<file path="config.mk">
export PLATFORM = sky130hd
export DESIGN_NAME = movegen_sequencer
export DESIGN_NICKNAME = d
export VERILOG_FILES = /design/src/rtl/movegen_sequencer.sv
export SDC_FILE = /design/constraint.sdc
export NUM_CORES = 1
export LEC_CHECK = 0
export ABC_AREA = 1
export BUFFER_PORTS_ARGS = -buffer_cell sky130_fd_sc_hd__buf_2
export CAP_MARGIN = 20
export CORE_MARGIN = 2
export CORE_UTILIZATION = 50
export DETAILED_ROUTE_END_ITERATION = 8
export HOLD_SLACK_MARGIN = 0.06
export PLACE_DENSITY = 0.81
export SLEW_MARGIN = 15
export SYNTH_ARGS = -nofsm -noshare
export SYNTH_HDL_FRONTEND = slang
export SYNTH_SLANG_ARGS = --single-unit
</file>
<file path="constraint.sdc">
create_clock -name clk -period 2 [get_ports clk]
set_clock_uncertainty 0.1 [all_clocks]
set_input_delay 0 -clock clk [delete_from_list [all_inputs] [get_ports clk]]
set_output_delay 0 -clock clk [all_outputs]
set_load 0.02 [all_outputs]
</file>
<file path="src/rtl/movegen_sequencer.sv">
`default_nettype none
// ============================================================================
// Module   : movegen_sequencer
// Purpose  : Runs one move-generation pass over the 64-square mesh. The pass
//            clears the mesh, waits for moves to propagate, scans the squares
//            in order and streams each set direction flag out as a
//            (square, direction) record over a valid/ready handshake.
// Ports    : clk, rst (async, active-high)
//            start, engine_color      -> pass request and side to move
//            color_latched, mesh_clear -> mesh control
//            scan_addr, scan_hits      -> square read port (combinational hits)
//            move_valid/ready/sq/dir   -> move record stream
//            move_count                -> moves accepted this pass
//            busy, done                -> status
//            abort                     -> only with MOVEGEN_ABORT_EN defined
// Config   : MOVEGEN_ABORT_EN adds the abort input
// Revision : 1.0  initial release
// ============================================================================
module movegen_sequencer #(
  parameter int PROP_CYCLES = 8
) (
`ifdef MOVEGEN_ABORT_EN
  input  logic        abort,
`endif
  input  logic        clk,
  input  logic        rst,
  input  logic        start,
  input  logic        engine_color,
  output logic        color_latched,
  output logic        mesh_clear,
  output logic [5:0]  scan_addr,
  input  logic [15:0] scan_hits,
  output logic        move_valid,
  input  logic        move_ready,
  output logic [5:0]  move_sq,
  output logic [3:0]  move_dir,
  output logic [10:0] move_count,
  output logic        busy,
  output logic        done
);

  localparam int CW = $clog2(PROP_CYCLES + 1);
  localparam logic [CW-1:0] LAST_CNT = CW'(PROP_CYCLES - 1);

  typedef enum logic [2:0] {
    S_IDLE  = 3'd0,
    S_CLEAR = 3'd1,
    S_PROP  = 3'd2,
    S_READ  = 3'd3,
    S_EMIT  = 3'd4,
    S_DONE  = 3'd5
  } state_t;

  state_t        state, state_n;
  logic [CW-1:0] cnt;
  logic [15:0]   pending;
  logic [3:0]    low_dir;
  logic [15:0]   low_onehot;
  logic          last_bit;
  logic          handshake;
  logic          abort_now;

`ifdef MOVEGEN_ABORT_EN
  assign abort_now = abort && (state != S_IDLE);
`else
  assign abort_now = 1'b0;
`endif

  // Priority pick of the lowest pending direction; records leave in
  // ascending bit order.
  always_comb begin
    low_dir = 4'd0;
    for (int i = 15; i >= 0; i--) begin
      if (pending[i]) low_dir = 4'(i);
    end
  end

  assign low_onehot = 16'(1) << low_dir;
  assign last_bit   = (pending & ~low_onehot) == 16'd0;
  assign handshake  = (state == S_EMIT) && move_ready;

  always_ff @(posedge clk or posedge rst) begin
    if (rst) state <= S_IDLE;
    else     state <= state_n;
  end

  always_comb begin
    state_n = state;
    case (state)
      S_IDLE:  if (start) state_n = S_CLEAR;
      S_CLEAR: if (cnt == LAST_CNT) state_n = S_PROP;
      S_PROP:  if (cnt == LAST_CNT) state_n = S_READ;
      S_READ: begin
        if (scan_hits != 16'd0)    state_n = S_EMIT;
        else if (scan_addr == 6'd63) state_n = S_DONE;
      end
      S_EMIT: begin
        if (handshake && last_bit)
          state_n = (scan_addr == 6'd63) ? S_DONE : S_READ;
      end
      S_DONE:  state_n = S_IDLE;
      default: state_n = S_IDLE;
    endcase
    if (abort_now) state_n = S_IDLE;
  end

  always_ff @(posedge clk or posedge rst) begin
    if (rst) begin
      color_latched <= 1'b0;
      move_count    <= 11'd0;
      scan_addr     <= 6'd0;
      cnt           <= '0;
      pending       <= 16'd0;
    end else if (abort_now) begin
      // Partial count is kept for the engine; the record in flight is dropped.
      pending <= 16'd0;
    end else begin
      case (state)
        S_IDLE: begin
          if (start) begin
            color_latched <= engine_color;
            move_count    <= 11'd0;
            scan_addr     <= 6'd0;
            cnt           <= '0;
          end
        end
        S_CLEAR, S_PROP: begin
          cnt <= (cnt == LAST_CNT) ? '0 : cnt + 1'b1;
        end
        S_READ: begin
          pending <= scan_hits;
          if ((scan_hits == 16'd0) && (scan_addr != 6'd63))
            scan_addr <= scan_addr + 6'd1;
        end
        S_EMIT: begin
          if (handshake) begin
            pending    <= pending & ~low_onehot;
            move_count <= move_count + 11'd1;
            // Address holds while a square still has moves queued.
            if (last_bit && (scan_addr != 6'd63))
              scan_addr <= scan_addr + 6'd1;
          end
        end
        default: ;
      endcase
    end
  end

  assign mesh_clear = (state == S_CLEAR);
  assign move_valid = (state == S_EMIT);
  assign move_sq    = move_valid ? scan_addr : 6'd0;
  assign move_dir   = move_valid ? low_dir : 4'd0;
  assign busy       = (state != S_IDLE);
  assign done       = (state == S_DONE);

endmodule
`default_nettype wire

</file>
==> metrics.md <==
| Metric | Value |
|---|---|
| First-pass GRT wire length | around 17 mm |
| Fmax achieved | 320 MHz |
| Final Slew Violations | 0 |
| Slew headroom | between 40% and 50% |
| Setup TNS | -18.07 ns |
| Post-route clock period utilization | 156% |
| Synth area leaders | dfrtp_1 (39%), nand2_1 (9.6%), inv_1 (6.8%) |
| RSZ-0062 raised after global routing | true |
| Run status | finished with violations |
| End point of the critical path | state[0] |
| Slowest CP cell | dfrtp_1 |
| Synth Area in Adders | approximately 1.4% |
| Max clock buf depth | 2 |
| Crit. End Element | flop |
| Most Used Layer, Global Route | met2 |
| Syn Std Cell Area | roughly 0.0026 mm2 |
| Met3 Use GR | 8.41% |
| Worst EP required | around 2.1 ns |
| Worst Slack Setup Final | -1.12 ns |
| Worst-path fanout max | 4 |
| Routed WL per cell | 22.7 um |
| DIE AREA | around 0.0059 mm2 |
| Post-Synthesis Net Count | 390 |
| Gr ovfl total | 0 |
| FF-to-FF path depth | 23 |
| Syn. warnings | 0 |
| GRT Resource Usage Total | a little over a third |
| CTS Sinks | 41 |
| Post-synthesis sequential area ratio | approximately 39% |
| Clock power share | 10.2% |
| Nets | ~570 |
| Met1 Use GR | between 40% and 50% |
| Worst Setup SP | pending[12] |
| Critical Path, Cell by Cell | inv_1 -> nand2_2 -> nand2_2 -> nand2_2 -> nand2_1 -> nand2_1 -> nand2_1 -> nand2_1 -> nand2_1 -> nand2_1 -> nand2_2 -> nand2_2 -> nand2_2 -> nand4_1 -> o21ai_2 -> nand3_1 -> nor2_1 -> nand2_2 -> nand2_4 -> buf_6 -> nand2_2 -> nand2_1 -> nand2_1 |
| Core area | 0.00511 mm2 |
| Final hold viol count | 0 |
| Tmin final | approximately 3.1 ns |
| Die W | approximately 77 um |
| Vias per cell | roughly 6.5 |
| Proportion of layout cells with a drive suffix above 1 | roughly 47% |
| Largest family of logic cells by synthesized area | simple AND/OR/NAND/NOR gates |
| Largest net degree at the start of global routing | 42 |
| MaxCap Viol Count | 0 |
| H-tree Lvls | 2 |
| Worst R2R Setup Slack | -1.12 ns |
| Synthesized area per cell | a little over 7 um2 |
| Switching share of power | between 40 and 50% |
| Initial antenna violation count | 1 |
| Rows | 26 |
| HPWL after DPL | ~6 mm |
| CP Class | reg2reg |
| Post-synthesis simple-gate area fraction | between 30% and 40% |
| Post-synth EDFFs | 0 |
| Top-area cell type share of the netlist area | around two fifths |
| Number of global-route vias before repair | between 3000 and 4000 |
| Power Density | 1570 mW/mm2 |
| Die height | between 70 and 80 um |
| Internal Pwr Total | between 0.003 and 0.004 W |
| CP Depth | 23 |
| R2R Path End | state[0] |
| CP Buf/Inv Count | 2 |
| Port buffer count | 52 |
| Failing checks | setup timing |
| DRT iter0 DRCs | a little over 700 |
| CP top delay family | simple AND/OR/NAND/NOR gates |
| 1st-pass router iterations | 7 |
| Most frequent cells in the layout | buf_4 (96), nand2_1 (53), buf_2 (49) |
| Cells after synthesis | approximately 370 |
| Startpoint types | flop |
| Clock root buffer | clkbuf_8 |
| WL final | approximately 14 mm |
| Largest area contributor in the netlist | dfrtp_1 |
| Clock Pin Slew Worst Setup and Hold Paths | 0.10 ns |
| Top FF cell, synth | dfrtp_1 |
| Commonest non-fill, non-tap cell in the layout | buf_4 |
| Number of I/O pins | 53 |
| CP max stage delay | between 0.4 and 0.5 ns |
| Worst Path Arrival | ~3.3 ns |
| DRC viols | 0 |
| Power Total | about 0.0069 W |
| Post-Place Worst Slack | -0.591 ns |
| Least-Margin Pin Slew | 0.852 ns |
| Yosys reg bits | 41 |
| Vias post-DR | 3998 |
| Sequential Power Share | between 10% and 20% |
| Post-DRT Antenna Nets | 0 |
| Asr flop ratio synth | between 90% and 100% |
| Xor-xnor portion of the synthesized cell area | less than 1% |
| Clk_lat worst skew | 0.33 ns |
| CTS tree | yes |
| Reg-to-reg critical path startpoint | pending[12] |
| CTS Buf Count | 5 |
| Leak Pwr | 2.14 nW |
| Starting Density | ~52% |
| Peak supply drop | ~0.00087 V |
| Worst hold path class | in2reg |
| Compound-Gate Fraction of Synth Area | ~18% |
| GPL Wtd Cong | slightly above 1 |
| Mux cell area share after synthesis | less than 1% |
| Combinational share of power | between 70% and 80% |
| Syn-to-layout area delta | 67.6% |
| Sw power | about 0.0034 W |
| Met2 usage | 62.3% |
| Final Setup Violations | 36 |
| Synth cell types | 40 |
[area by class of cell]
| cell class | instances | area, um2 |
|---|---|---|
| Multi-Input combinational cell | 260 | 1640 |
| Timing Repair Buffer | 178 | 1340 |
| Sequential cell | 41 | 1030 |
| Fill cell | 256 | 696 |
| Inverter | 57 | 219 |
| Tap cell | 70 | 87.6 |
| Clock buffer | 5 | 68.8 |
| Clock inverter | 2 | 35.0 |
| Antenna cell | 1 | 2.50 |
[sequential cells by signal, summed over array words and instances, names as in the netlist]
name           cells
cnt                4
color_latched      1
move_count        11
pending           16
scan_addr          6
state              3
[synth_stat cells (all sizes together), types with 2 or more instances]
library cell  count
nand2            73
inv              53
nor2             45
dfrtp            41
o21ai            35
nand3            26
a21oi            16
nand4            12
nor3             10
o22ai            10
clkbuf            7
o211ai            7
nor4              6
clkinv            4
ha                3
nor3b             3
a211oi            2
a31oi             2
o31ai             2
[cell families after synthesis]
group | count (synthesis)
AND/OR/NAND/NOR | 176
AO/OA/AOI/OAI | 78
buffers and inverters | 65
flip-flops | 41
adder cells (fa/ha/maj) | 3
XOR/XNOR | 2
multiplexers | 1
[worst min-delay path by stage]
stage | start | endpoint | slack (ns) | cells past startpoint
3_5_place_dp | rst | move_count[3] | 0.07 | 3
6_report | scan_hits[8] | state[1] | 0.12 | 5
4_1_cts | scan_hits[8] | state[1] | 0.08 | 5
5_1_grt | scan_hits[8] | state[1] | 0.11 | 5
3_3_place_gp | rst | move_count[5] | 0.06 | 3
2_1_floorplan | scan_hits[0] | pending[0] | 0.05 | 2
[power by group through the flow]
stage | Clock, W | Combinational (W) | Sequential [W]
2_1_floorplan | 0 | 0.00172 | 0.00132
3_3_place_gp | 0 | 0.00318 | 0.00128
3_5_place_dp | 0 | 0.00332 | 0.00130
4_1_cts | 0.000674 | 0.00387 | 0.00129
5_1_grt | 0.000741 | 0.00506 | 0.00136
6_report | 0.000707 | 0.00486 | 0.00135
[through the flow]
step,util (%),cell area (um2),hold WS (ns),cells
after floorplan,-,2650,0.0469,366
after detailed placement,69.4,3550,0.0666,556
after global routing,86.4,4410,0.114,614
final,86.4,4410,0.122,614
after global placement,69.4,3550,0.0580,556
after CTS,80.7,4120,0.0798,605
[worst register-to-register path, stage by stage (launching register included)]
cell and delay (ns):
dfrtp_1 0.43, inv_1 0.15, nand2_2 0.09, nand2_2 0.08, nand2_2 0.07, nand2_1 0.07
nand2_1 0.07, nand2_1 0.07, nand2_1 0.06, nand2_1 0.08, nand2_1 0.09, nand2_2 0.11
nand2_2 0.08, nand2_2 0.13, nand4_1 0.21, o21ai_2 0.27, nand3_1 0.17, nor2_1 0.17
nand2_2 0.12, nand2_4 0.11, buf_6 0.13, nand2_2 0.05, nand2_1 0.08, nand2_1 0.06
[routing by layer]
| layer | vias up | part of all wire [%] |
|---|---|---|
| met5 | - | 0 |
| met4 | 0 | 9.9 |
| met3 | 162 | 12 |
| met2 | 442 | 44 |
| met1 | 1804 | 34 |
| li1 | 1590 | - |
[timing repair]
item                       CTS  global route
resized for setup           36            56
cloned                       0             1
hold endpoints to repair    61             0
pin swaps                   22            23
setup endpoints to repair   25            32
hold buffers                20             0
setup buffers               22             9
Note: power is estimated with default switching activity, not from simulation.
